**src/rtl/alu_cmd_issuer_if.sv**
```systemverilog
// Command, ALU and response signal bundle for alu_cmd_issuer.
// slave is the issuer's view; master is the view of the block that feeds and drains it.
interface alu_cmd_issuer_if;
    logic       cmd_valid;
    logic       cmd_ready;
    logic [7:0] cmd_a;
    logic [7:0] cmd_b;
    logic [2:0] cmd_op;
    logic [3:0] cmd_tag;

    logic       alu_start;
    logic [7:0] alu_a;
    logic [7:0] alu_b;
    logic [2:0] alu_mode;
    logic [7:0] alu_c;

    logic       rsp_valid;
    logic       rsp_ready;
    logic [7:0] rsp_data;
    logic [3:0] rsp_tag;
    logic       rsp_err;

    logic       busy;

    modport master (
        output cmd_valid, cmd_a, cmd_b, cmd_op, cmd_tag, rsp_ready, alu_c,
        input  cmd_ready, alu_start, alu_a, alu_b, alu_mode,
        input  rsp_valid, rsp_data, rsp_tag, rsp_err, busy
    );

    modport slave (
        input  cmd_valid, cmd_a, cmd_b, cmd_op, cmd_tag, rsp_ready, alu_c,
        output cmd_ready, alu_start, alu_a, alu_b, alu_mode,
        output rsp_valid, rsp_data, rsp_tag, rsp_err, busy
    );
endinterface

```
**src/rtl/alu_cmd_issuer.sv**
```systemverilog
// Queues ALU commands and issues them one at a time to an external ALU.
// Results come back in acceptance order; illegal ops and zero divisors are answered with an error.
module alu_cmd_issuer #(
    parameter int unsigned FIFO_DEPTH     = 4,
    parameter int unsigned RESULT_LATENCY = 1
) (
    input  logic            clock,
    input  logic            reset_n,
    alu_cmd_issuer_if.slave bus
);
    localparam int unsigned PtrW = (FIFO_DEPTH > 1) ? $clog2(FIFO_DEPTH) : 1;
    localparam int unsigned CntW = $clog2(FIFO_DEPTH + 1);
    localparam int unsigned LatW = (RESULT_LATENCY > 1) ? $clog2(RESULT_LATENCY) : 1;

    localparam logic [2:0] OpDiv     = 3'd3;
    localparam logic [2:0] OpMod     = 3'd4;
    localparam logic [2:0] OpLastLegal = 3'd4;

    typedef struct packed {
        logic [7:0] a;
        logic [7:0] b;
        logic [2:0] op;
        logic [3:0] tag;
    } cmd_t;

    typedef enum logic [1:0] {StIdle, StIssue, StCapture, StRespond} state_e;

    state_e            state_q, state_d;
    logic [LatW-1:0]   lat_q, lat_d;
    cmd_t              fifo_mem [FIFO_DEPTH];
    logic [PtrW-1:0]   wr_ptr_q, rd_ptr_q;
    logic [CntW-1:0]   count_q;
    cmd_t              work_q;
    logic [7:0]        rsp_data_q;
    logic              rsp_err_q;

    cmd_t              cmd_in;
    cmd_t              head;
    logic              fifo_full;
    logic              fifo_empty;
    logic              cmd_ready;
    logic              push;
    logic              pop;
    logic              head_err;
    logic              alu_start;
    logic              rsp_valid;

    function automatic logic [PtrW-1:0] ptr_inc(input logic [PtrW-1:0] p);
        return (p == PtrW'(FIFO_DEPTH - 1)) ? '0 : p + PtrW'(1);
    endfunction

    assign cmd_in     = '{a: bus.cmd_a, b: bus.cmd_b, op: bus.cmd_op, tag: bus.cmd_tag};
    assign head       = fifo_mem[rd_ptr_q];
    assign fifo_full  = (count_q == CntW'(FIFO_DEPTH));
    assign fifo_empty = (count_q == '0);
    // Held low for the whole reset so nothing is accepted while state is being cleared.
    assign cmd_ready  = reset_n && !fifo_full;
    assign push       = bus.cmd_valid && cmd_ready;
    assign pop        = (state_q == StIdle) && !fifo_empty;
    assign head_err   = (head.op > OpLastLegal) ||
                        (((head.op == OpDiv) || (head.op == OpMod)) && (head.b == 8'd0));

    always_comb begin
        state_d   = state_q;
        lat_d     = lat_q;
        alu_start = 1'b0;
        rsp_valid = 1'b0;
        unique case (state_q)
            StIdle: begin
                if (!fifo_empty) begin
                    state_d = head_err ? StRespond : StIssue;
                    lat_d   = '0;
                end
            end
            StIssue: begin
                alu_start = (lat_q == '0);
                if (lat_q == LatW'(RESULT_LATENCY - 1)) begin
                    state_d = StCapture;
                end else begin
                    lat_d = lat_q + LatW'(1);
                end
            end
            StCapture: begin
                state_d = StRespond;
            end
            StRespond: begin
                rsp_valid = 1'b1;
                if (bus.rsp_ready) begin
                    state_d = StIdle;
                end
            end
            default: begin
                state_d = StIdle;
            end
        endcase
    end

    always_ff @(posedge clock or negedge reset_n) begin
        if (!reset_n) begin
            state_q    <= StIdle;
            lat_q      <= '0;
            wr_ptr_q   <= '0;
            rd_ptr_q   <= '0;
            count_q    <= '0;
            work_q     <= '0;
            rsp_data_q <= 8'd0;
            rsp_err_q  <= 1'b0;
        end else begin
            state_q <= state_d;
            lat_q   <= lat_d;
            if (push) begin
                wr_ptr_q <= ptr_inc(wr_ptr_q);
            end
            if (pop) begin
                rd_ptr_q   <= ptr_inc(rd_ptr_q);
                work_q     <= head;
                rsp_data_q <= 8'd0;
                rsp_err_q  <= head_err;
            end
            unique case ({push, pop})
                2'b10:   count_q <= count_q + CntW'(1);
                2'b01:   count_q <= count_q - CntW'(1);
                default: count_q <= count_q;
            endcase
            // The ALU result register has no reset value, so alu_c is only looked at here.
            if (state_q == StCapture) begin
                rsp_data_q <= bus.alu_c;
                rsp_err_q  <= 1'b0;
            end
        end
    end

    always_ff @(posedge clock) begin
        if (push) begin
            fifo_mem[wr_ptr_q] <= cmd_in;
        end
    end

    assign bus.cmd_ready = cmd_ready;
    assign bus.alu_start = alu_start;
    assign bus.alu_a     = work_q.a;
    assign bus.alu_b     = work_q.b;
    assign bus.alu_mode  = work_q.op;
    assign bus.rsp_valid = rsp_valid;
    assign bus.rsp_data  = rsp_data_q;
    assign bus.rsp_tag   = work_q.tag;
    assign bus.rsp_err   = rsp_err_q;
    assign bus.busy      = (state_q != StIdle) || !fifo_empty;
endmodule

```
**src/flat_wrapper.sv**
```systemverilog
// flat-port wrapper written by rule: the top's interface ports become plain ports
module alu_cmd_issuer_flat 
#(
    parameter int unsigned FIFO_DEPTH     = 4,
    parameter int unsigned RESULT_LATENCY = 1
)
  (clock, reset_n, bus_cmd_valid, bus_cmd_a, bus_cmd_b, bus_cmd_op, bus_cmd_tag, bus_rsp_ready, bus_alu_c, bus_cmd_ready, bus_alu_start, bus_alu_a, bus_alu_b, bus_alu_mode, bus_rsp_valid, bus_rsp_data, bus_rsp_tag, bus_rsp_err, bus_busy);
  alu_cmd_issuer_if bus_i ();
  input  logic clock;
  input  logic reset_n;
  input wire logic [$bits(bus_i.cmd_valid)-1:0] bus_cmd_valid;
  input wire logic [$bits(bus_i.cmd_a)-1:0] bus_cmd_a;
  input wire logic [$bits(bus_i.cmd_b)-1:0] bus_cmd_b;
  input wire logic [$bits(bus_i.cmd_op)-1:0] bus_cmd_op;
  input wire logic [$bits(bus_i.cmd_tag)-1:0] bus_cmd_tag;
  input wire logic [$bits(bus_i.rsp_ready)-1:0] bus_rsp_ready;
  input wire logic [$bits(bus_i.alu_c)-1:0] bus_alu_c;
  output wire logic [$bits(bus_i.cmd_ready)-1:0] bus_cmd_ready;
  output wire logic [$bits(bus_i.alu_start)-1:0] bus_alu_start;
  output wire logic [$bits(bus_i.alu_a)-1:0] bus_alu_a;
  output wire logic [$bits(bus_i.alu_b)-1:0] bus_alu_b;
  output wire logic [$bits(bus_i.alu_mode)-1:0] bus_alu_mode;
  output wire logic [$bits(bus_i.rsp_valid)-1:0] bus_rsp_valid;
  output wire logic [$bits(bus_i.rsp_data)-1:0] bus_rsp_data;
  output wire logic [$bits(bus_i.rsp_tag)-1:0] bus_rsp_tag;
  output wire logic [$bits(bus_i.rsp_err)-1:0] bus_rsp_err;
  output wire logic [$bits(bus_i.busy)-1:0] bus_busy;
  assign bus_i.cmd_valid = bus_cmd_valid;
  assign bus_i.cmd_a = bus_cmd_a;
  assign bus_i.cmd_b = bus_cmd_b;
  assign bus_i.cmd_op = bus_cmd_op;
  assign bus_i.cmd_tag = bus_cmd_tag;
  assign bus_i.rsp_ready = bus_rsp_ready;
  assign bus_i.alu_c = bus_alu_c;
  assign bus_cmd_ready = bus_i.cmd_ready;
  assign bus_alu_start = bus_i.alu_start;
  assign bus_alu_a = bus_i.alu_a;
  assign bus_alu_b = bus_i.alu_b;
  assign bus_alu_mode = bus_i.alu_mode;
  assign bus_rsp_valid = bus_i.rsp_valid;
  assign bus_rsp_data = bus_i.rsp_data;
  assign bus_rsp_tag = bus_i.rsp_tag;
  assign bus_rsp_err = bus_i.rsp_err;
  assign bus_busy = bus_i.busy;
  alu_cmd_issuer #(.FIFO_DEPTH(FIFO_DEPTH), .RESULT_LATENCY(RESULT_LATENCY)) u_core (.clock(clock), .reset_n(reset_n), .bus(bus_i));
endmodule
```
**config.mk**
```make
export PLATFORM = sky130hd
export DESIGN_NAME = alu_cmd_issuer_flat
export DESIGN_NICKNAME = d
export VERILOG_FILES = /design/src/rtl/alu_cmd_issuer_if.sv /design/src/rtl/alu_cmd_issuer.sv /design/src/flat_wrapper.sv
export SDC_FILE = /design/constraint.sdc
export NUM_CORES = 1
export LEC_CHECK = 0
export CAP_MARGIN = 20
export CORE_ASPECT_RATIO = 1.2
export CORE_MARGIN = 5
export CORE_UTILIZATION = 54
export DETAILED_ROUTE_END_ITERATION = 10
export GPL_ROUTABILITY_DRIVEN = 0
export PLACE_DENSITY = 0.76
export SLEW_MARGIN = 5
export SYNTH_ARGS = -nofsm -noshare
export SYNTH_HDL_FRONTEND = slang
export SYNTH_SLANG_ARGS = --single-unit
```
**constraint.sdc**
```tcl
create_clock -name clock -period 3.2 [get_ports clock]
set_clock_uncertainty 0.15 [all_clocks]
set_input_delay 0.96 -clock clock [delete_from_list [all_inputs] [get_ports clock]]
set_output_delay 0.96 -clock clock [all_outputs]
set_load 0.005 [all_outputs]
```
# --- Word-level counts from Yosys, hierarchy flattened ---
# Memories as Yosys holds them, arrays and structs flattened.
# Index checks and enable logic that the tools add are counted.
classes:
  n_lt_le_gt_ge: 1
  mux: 19
  eq_ne: 13
  bitwise: 1
  n_addsub: 5
  reduce_logical: 18
ops:
  columns: ["op", "count"]
  rows:
  - ["8-bit 2-to-1 mux", 2]
  - ["2-bit 2-to-1 mux", 6]
  - ["2-bit equality test (second input constant)", 5]
  - ["8-bit zero test", 1]
  - ["1-bit 2-to-1 mux", 8]
  - ["2-bit one-hot mux with 4 select lines", 1]
  - ["2-bit nonzero test", 4]
  - ["3-bit equality test (second input constant)", 2]
  - ["2-bit inequality test (second input constant)", 3]
  - ["3-bit one-hot mux with 2 select lines", 1]
  - ["2-bit by 1-bit adder with 2-bit output (second input constant)", 2]
  - ["2-bit by 1-bit equality test with 1-bit output (second input constant)", 2]
  - ["1-bit logical AND", 4]
  - ["3-bit by 1-bit adder with 3-bit output (second input constant)", 1]
  - ["3-bit by 2-bit equality test with 1-bit output (second input constant)", 1]
  - ["3-bit > comparator (second input constant)", 1]
  - ["3-bit zero test", 1]
  - ["1-bit logical OR", 3]
  - ["3-bit AND reduction", 1]
  - ["3-bit by 1-bit subtractor with 3-bit output (second input constant)", 1]
  - ["1-bit zero test", 2]
  - ["2-bit zero test", 1]
  - ["1-bit one-hot mux with 2 select lines", 1]
  - ["2-bit AND reduction", 1]
  - ["other kinds (2)", 2]
totals:
  out_inout_bits: 36
  ff_bits: 42
  inputBits: 35
  ramBits: 92
  elab_cells: 69
  n_memories: 1
memory_table:
  columns: ["memory", "depth", "width", "rd", "rd_ports_with_merged_regs", "write_ports", "line_no", "text"]
  rows:
  - ["u_core.fifo_mem", 4, 23, 1, 0, 1, "alu_cmd_issuer.sv:30", "cmd_t fifo_mem [FIFO_DEPTH];"]

# --- Depth between registers and ports, before layout ---
# Gate-level depths: netlist of the first run.
# An unclocked memory read counts as a cell.
depth:
  word_depth: 8
  ltp_mapped: 12
  mapped_depth_nobuf: 10

# --- Worst setup path after synthesis of the first run ---
# OpenSTA, ideal clock, no wires.
synth_timing:
  kind: "input -> register"
  startpoint: "input reset_n"
  endpoint: "register u_core.count_q[2]"
  t_required_ns: 2.925
  t_arrival_ns: 2.268
  setup_time_ns: 0.125
  n_path_buf: 0
  setup_slack_ns: 0.657
  path_stages: 10
  cell_sequence: "inv_1 > a31oi_1 > and2_1 > inv_1 > ha_1 > inv_1 > fa_1 > xor2_1 > nor2_1 > xor2_1"
synth_via:
  elab_chain_cells: 4
  elab_cells_between_ends: 6
  classes_between: "eq/ne (2); mux (1); reduce/logical (3)"
synth_rtl:
  columns: ["item", "line_no", "text"]
  rows:
  - ["start: declaration", "flat_wrapper.sv:10", "input logic reset_n;"]
  - ["1-bit logical AND (*)", "alu_cmd_issuer.sv:57", "assign cmd_ready = reset_n && !fifo_full;"]
  - ["net bus_cmd_ready", "flat_wrapper.sv:18", "output wire logic [$bits(bus_i.cmd_ready)-1:0] bus_cmd_ready;"]
  - ["1-bit logical AND (*)", "alu_cmd_issuer.sv:58", "assign push = bus.cmd_valid && cmd_ready;"]
  - ["2-bit by 1-bit equality test with 1-bit output / 2-bit equality test (equally long branches)", "alu_cmd_issuer.sv:120", "unique case ({push, pop})"]
  - ["3-bit one-hot mux with 2 select lines / 2-bit nonzero test (equally long branches)", null, null]
  - ["end signal: assignment", "alu_cmd_issuer.sv:121", "2'b10: count_q <= count_q + CntW'(1);"]
  - ["end signal: assignment", "alu_cmd_issuer.sv:122", "2'b01: count_q <= count_q - CntW'(1);"]
  - ["end signal: assignment", "alu_cmd_issuer.sv:123", "default: count_q <= count_q;"]
  - ["end: declaration", "alu_cmd_issuer.sv:32", "logic [CntW-1:0] count_q;"]
# The timed path passes the listed nets; every way through them passes the cells marked *.
# A chain may end at the register's enable or synchronous reset.

# --- Worst setup path after layout of the first run ---
layout_timing:
  startpoint: "input reset_n"
  endpoint: "output bus_cmd_ready"
layout_via:
  elab_chain_cells: 1
layout_rtl:
  columns: ["item", "line_no"]
  rows:
  - ["1-bit logical AND", "alu_cmd_issuer.sv:57"]
  - ["end: declaration", "flat_wrapper.sv:18"]
# Every way passes these cells.

==> impl_metrics.toml, run 1 <==
[die]
io_pins = 71
dieHeight_um = 118
die_w_um = 99.9
row_count = 39
design.die.area_um2 = 11800
coreArea_um2 = 9520
initial_core_util = 0.551

[timing]
report.final.setup_viol = 0
worst_slew_pin_slew_ns = 0.771
rsz0062_at_grt = "false"
hold_viol_final = 0
finalSetupTns_ns = 0
finalCritPeriodShare = 0.953
period_needed_ns = 3.05
max_freq_ghz = 0.328
slew_headroom = 0.486
drv_slew = 0

[detailed_routing]
drt_wl_total_um = 9430
drt_iter0_markers = 113
ant_nets = 0
vias = 2677
drcViolationCount = 0
post_drt_wl_per_cell_um = 19.1
drtPass1Iterations = 4
routed_via_density = 5.42

[cells_and_area]
fillCellCount = 615
diodes = 0
drive_above_1_share = 0.221
most-common-layout-cells = "edfxtp_1 (92), clkdlybuf4s50_1 (69), dfrtp_1 (41), mux2_2 (26)"
final_nets = 405
area_growth_pct = 27.4
final_common_cell = "edfxtp_1"

[pwr]
p_switching_mw = 1.72
irDropWorstVdd_uv = 474
powerDensity_nw_per_um2 = 947
p_int_mw = 4.61
p_seq_frac = 0.392
clock_power_share = 0.296
cellLeakagePower_nw = 2.48
finalPower_mw = 6.32
sw_frac_of_total = 0.271
comb_power_share = 0.313

[clock_tree]
cts_root_buf = "clkbuf_16"
h-tree-depth = 4
clk_pin_slew_worst_paths_ns = 0.05
clock-sinks = 133
cts_buffer_depth = 2
insertion_delay_ns = 0.40
cts_buffers = 17
tritoncts = "yes"

[logic_synthesis]
synth_warnings = 0
ys_ff_latch = 133
post_synth.cell_area_avg_um2 = 19.3
syn_inst = 271
synth_fp_nets = 318
yosysSeqAreaShare = 0.723
syn-cell-area_um2 = 5240
synth.distinct_cells = 33

[worst_setup_path]
end_kind = "output port"
worstSetupStartpointType = "primary input"
cp_max_fo = 6
arrival_ns = 1.94
worstSetupPathType = "primary input to output port"
required_ns = 2.09

[place]
io_buffer_count = 70
dp_hpwl_um = 5820

[grt]
antenna_found_initial = 0
grt_usage = 0.175
grt_pass1_vias = 2873
grt_pass1_wl_um = 15300
grt_remaining_overflow = 0
grt_max_degree = 42

[job]
cap_violations = 0

[hold_path]
hp-class = "flip-flop to flip-flop"

[status]
status = "finished clean"
## final timing paths
path,startpoint,cells after the start,endpoint,slack (ns)
worst max-delay path,reset_n,4,bus_cmd_ready,0.15
worst min-delay path,u_core.bus.alu_a[2]$_DFFE_PN0P_,1,u_core.bus.alu_a[2]$_DFFE_PN0P_,0.35
worst max register to register,u_core.rd_ptr_q[0]$_DFFE_PN0P_,5,u_core.bus.rsp_err$_DFFE_PN0P_,0.85
worst min register to register,u_core.bus.alu_a[2]$_DFFE_PN0P_,1,u_core.bus.alu_a[2]$_DFFE_PN0P_,0.35
max in group asynchronous,reset_n,2,u_core.bus.alu_b[3]$_DFFE_PN0P_,1.97
min in group asynchronous,reset_n,2,u_core.bus.rsp_tag[0]$_DFFE_PN0P_,0.54
## cell usage after synthesis
cell      instances  area share
edfxtp_1         92        0.53
dfrtp_1          41        0.20
mux2_2           26       0.056
nand2_1          17       0.012
mux4_2           15       0.064
ha_1             11       0.026
inv_1            10      0.0072
o21ai_0          10      0.0095
mux4_1            8       0.040
buf_2             5      0.0048
and3_1            4      0.0048
nor2_1            3      0.0021
a21oi_1           2      0.0019
a31oi_1           2      0.0024
buf_1             2      0.0014
clkbuf_1          2      0.0014
mux2i_1           2      0.0038
nor3_1            2      0.0019
nor4_4            2      0.0081
xor2_1            2      0.0033
a21o_1            1      0.0014
a21oi_2           1      0.0017
and2_1            1      0.0012
buf_12            1      0.0038
buf_6             1      0.0021
fa_1              1      0.0038
nand2b_1          1      0.0012
nand3b_1          1      0.0014
nand4b_1          1      0.0017
nor2b_1           1      0.0012
o21a_1            1      0.0014
o41ai_2           1      0.0031
xnor2_1           1      0.0017
## power by group through the flow
stage / logic, mW / registers [mW] / clock network [mW]
2_1_floorplan: 1.25 / 2.46 / 0
3_3_place_gp: 1.94 / 2.48 / 0
3_5_place_dp: 2.00 / 2.50 / 0
4_1_cts: 2.01 / 2.48 / 1.90
5_1_grt: 2.17 / 2.52 / 1.99
6_report: 1.98 / 2.47 / 1.87
## state kept, by name, summed over array words and instances, names as in the netlist, 3 cells and up
register,flops
u_core.bus.alu_a,8
u_core.bus.alu_b,8
u_core.bus.alu_mode,3
u_core.bus.rsp_data,8
u_core.bus.rsp_tag,4
u_core.count_q,3
u_core.fifo_mem,92
## metrics by stage
step | area (µm²) | instances | util | setup slack [ns] | hold slack [ns]
final | 6680 | 494 | 0.702 | 0.152 | 0.350
after global routing | 6680 | 494 | 0.702 | 0.0766 | 0.359
after CTS | 6670 | 494 | 0.701 | 0.0511 | 0.353
after detailed placement | 6090 | 462 | 0.640 | 0.0410 | 0.342
after global placement | 6090 | 462 | 0.640 | 0.0497 | 0.331
after floorplan | 5240 | 271 | - | 0.657 | 0.314
## critical path: stages
cell             delay, ns
buf_2                 0.12
inv_1                 0.06
a31oi_2               0.24
clkdlybuf4s50_1       0.56
## cell families (layout without fill, tap and decap cells)
kind of cell | count (synthesis) | in the layout | synth area share
compound gates | 18 | 18 | 0.0215
flops | 133 | 133 | 0.723
xor+xnor | 3 | 3 | 0.00501
simple gates | 33 | 33 | 0.0358
mux | 51 | 51 | 0.164
buf+inv | 21 | 121 | 0.0208
fa+ha+maj | 12 | 12 | 0.0301
## repair_timing
action / CTS / global route
gates resized for setup: 0 / 1
hold buffers: 0 / 0
hold endpoints to repair: 0 / 0
setup buffers: 0 / 0
endpoints found under the setup margin: 0 / 1
## layout make-up
type,count,area (µm²),share of cell area
clock buffer,27,503,0.0753
clock inverter,5,76.3,0.0114
inverter,10,37.5,0.00562
multi-input combinational,117,1350,0.203
sequential,133,3790,0.567
tap,123,154,0.0231
timing repair buffer,79,763,0.114
## routing by layer
metal / GRT usage / vias up / share of wire
li1: - / 1232 / -
met1: 0.213 / 1359 / 0.40
met5: 0 / - / 0
met4: 0.0786 / 0 / 0.012
met3: 0.0510 / 10 / 0.054
met2: 0.286 / 76 / 0.53
No activity file was read; power rests on OpenSTA's default activity.
==> run 2: changes to the inputs <==
--- a/config.mk
+++ b/config.mk
@@ -8,10 +8,11 @@
 export CAP_MARGIN = 20
 export CORE_ASPECT_RATIO = 1.2
 export CORE_MARGIN = 5
-export CORE_UTILIZATION = 54
+export CORE_UTILIZATION = 57
+export CTS_BUF_LIST = sky130_fd_sc_hd__clkbuf_8
 export DETAILED_ROUTE_END_ITERATION = 10
 export GPL_ROUTABILITY_DRIVEN = 0
-export PLACE_DENSITY = 0.76
+export PLACE_DENSITY = 0.79
 export SLEW_MARGIN = 5
 export SYNTH_ARGS = -nofsm -noshare
 export SYNTH_HDL_FRONTEND = slang
==> impl_metrics.toml, run 2 (synthesized netlist as in run 1, its figures left out) <==
[cells_and_area]
most-common-layout-cells = "edfxtp_1 (92), clkdlybuf4s50_1 (69), dfrtp_1 (40), mux2_2 (26)"
largest_register_ffs = 92
final_common_cell = "edfxtp_1"
regMostFlops = "u_core.fifo_mem"
multi_input_area_um2 = 1350
final_nets = 405
diodes = 0
stdcell_count = 491
area_growth_pct = 24.7
drive_above_1_share = 0.235
seq_area_um2 = 3790
fin_area_um2 = 6540
fin_util = 0.723
fillCellCount = 577

[worst_setup_path]
worstSetupStartpointType = "primary input"
cp_max_fo = 2
endpoint = "bus_cmd_ready"
arrival_ns = 1.79
timing.reg2reg.setup_slack_ns = 0.95
worstReg2RegStart = "u_core.rd_ptr_q[0]$_DFFE_PN0P_"
r2r_cells = 4
worstSetupStartpoint = "reset_n"
r2r_end = "u_core.bus.rsp_err$_DFFE_PN0P_"
required_ns = 2.09
worstSetupPathType = "primary input to output port"
end_kind = "output port"

[die]
coreArea_um2 = 9030
initial_core_util = 0.580
io_pins = 71
row_count = 38
dieHeight_um = 115
die_w_um = 97.5
design.die.area_um2 = 11200

[detailed_routing]
drt_iter0_markers = 76
post_drt_wl_per_cell_um = 18.5
vias = 2653
drtPass1Iterations = 4
drt_wl_total_um = 9060
ant_nets = 0
drcViolationCount = 0
routed_via_density = 5.40

[pwr]
p_int_mw = 4.29
irDropWorstVdd_uv = 573
sw_frac_of_total = 0.280
p_seq_frac = 0.419
p_switching_mw = 1.67
clock_power_share = 0.256
comb_power_share = 0.325
cellLeakagePower_nw = 2.42
powerDensity_nw_per_um2 = 912

[clock_tree]
insertion_delay_ns = 0.42
hold_buffers = 0
cts_root_buf = "clkbuf_8"
tritoncts = "yes"
post_cts_resized = 0
post_cts.repair.setup_buffers = 0
cts_buffers = 17
h-tree-depth = 4
cts_buffer_depth = 2
clock-sinks = 133
clk_pin_slew_worst_paths_ns = 0.07

[place]
pre_cts_slack_ns = 0.276
io_buffer_count = 70
dp_hpwl_um = 5770
dp_cells = 459
placed_area_um2 = 6090

[hold_path]
hp-class = "flip-flop to flip-flop"
hold_start = "u_core.bus.rsp_tag[0]$_DFFE_PN0P_"

[timing]
finalSetupTns_ns = 0
drv_slew = 0
worst_slew_pin_slew_ns = 0.627
slew_headroom = 0.582
period_needed_ns = 2.90
max_freq_ghz = 0.345
layout_setup_ws_ns = 0.300
hold_viol_final = 0
report.final.setup_viol = 0
rsz0062_at_grt = "false"
finalCritPeriodShare = 0.906

[grt]
grt_remaining_overflow = 0
grt_pass1_vias = 2874
grt_usage = 0.177
grt_pass1_wl_um = 14600
antenna_found_initial = 0
grt_max_degree = 42

[job]
cap_violations = 0

[status]
status = "finished clean"
run 2: cell count changes in the layout (fill, tap and decap cells not counted), sizes merged:
cell | before | now
bufinv | 2 | 5
clkbuf | 27 | 17
clkinv | 2 | 6
clkinvlp | 1 | 3
inv | 10 | 11
run 2: through the flow:
step / hold WS [ns] / power, mW
after floorplan: 0.314 / 3.71
after global placement: 0.337 / 4.42
after detailed placement: 0.343 / 4.52
after CTS: 0.360 / 6.06
after global routing: 0.375 / 6.31
final: 0.354 / 5.96
run 2: worst min path at each step:
| stage | to | cells past startpoint |
|---|---|---|
| after detailed placement | u_core.bus.rsp_tag[0]$_DFFE_PN0P_ | 1 |
| after global routing | u_core.bus.alu_mode[1]$_DFFE_PN0P_ | 1 |
| final | u_core.bus.rsp_tag[0]$_DFFE_PN0P_ | 1 |
| after global placement | u_core.bus.rsp_tag[0]$_DFFE_PN0P_ | 1 |
| after CTS | u_core.bus.rsp_tag[0]$_DFFE_PN0P_ | 1 |
| after floorplan | u_core.count_q[2]$_DFFE_PN0P_ | 1 |
run 2: cell type report:
cell class / count / area share
clock inverters: 15 / 0.0325
flip-flops and latches: 133 / 0.580
inverters: 10 / 0.00574
multi-input cells: 117 / 0.206
repair buffers: 79 / 0.117
well taps: 120 / 0.0230
clock buffers: 17 / 0.0358
run 2: worst max-delay path, cell delays in order:
cell             delay (ns)
buf_2                  0.09
inv_1                  0.03
a31oi_1                0.18
clkdlybuf4s50_1        0.54
run 2: layer usage:
| layer | share of wire | GRT usage | vias up | routed length (µm) |
|---|---|---|---|---|
| met3 | 0.046 | 0.0540 | 11 | 413 |
| met2 | 0.54 | 0.313 | 68 | 4890 |
| met1 | 0.40 | 0.201 | 1352 | 3650 |
| li1 | - | - | 1222 | - |
| met4 | 0.011 | 0.0748 | 0 | 100 |
| met5 | 0 | 0 | - | 0 |
run 2: power by group through the flow:
stage	combinational, mW	clock, mW	sequential, mW
floorplan	1.25	0	2.46
global placement	1.90	0	2.51
detailed placement	1.98	0	2.54
CTS	1.98	1.57	2.51
global route	2.12	1.64	2.55
finish	1.94	1.53	2.50
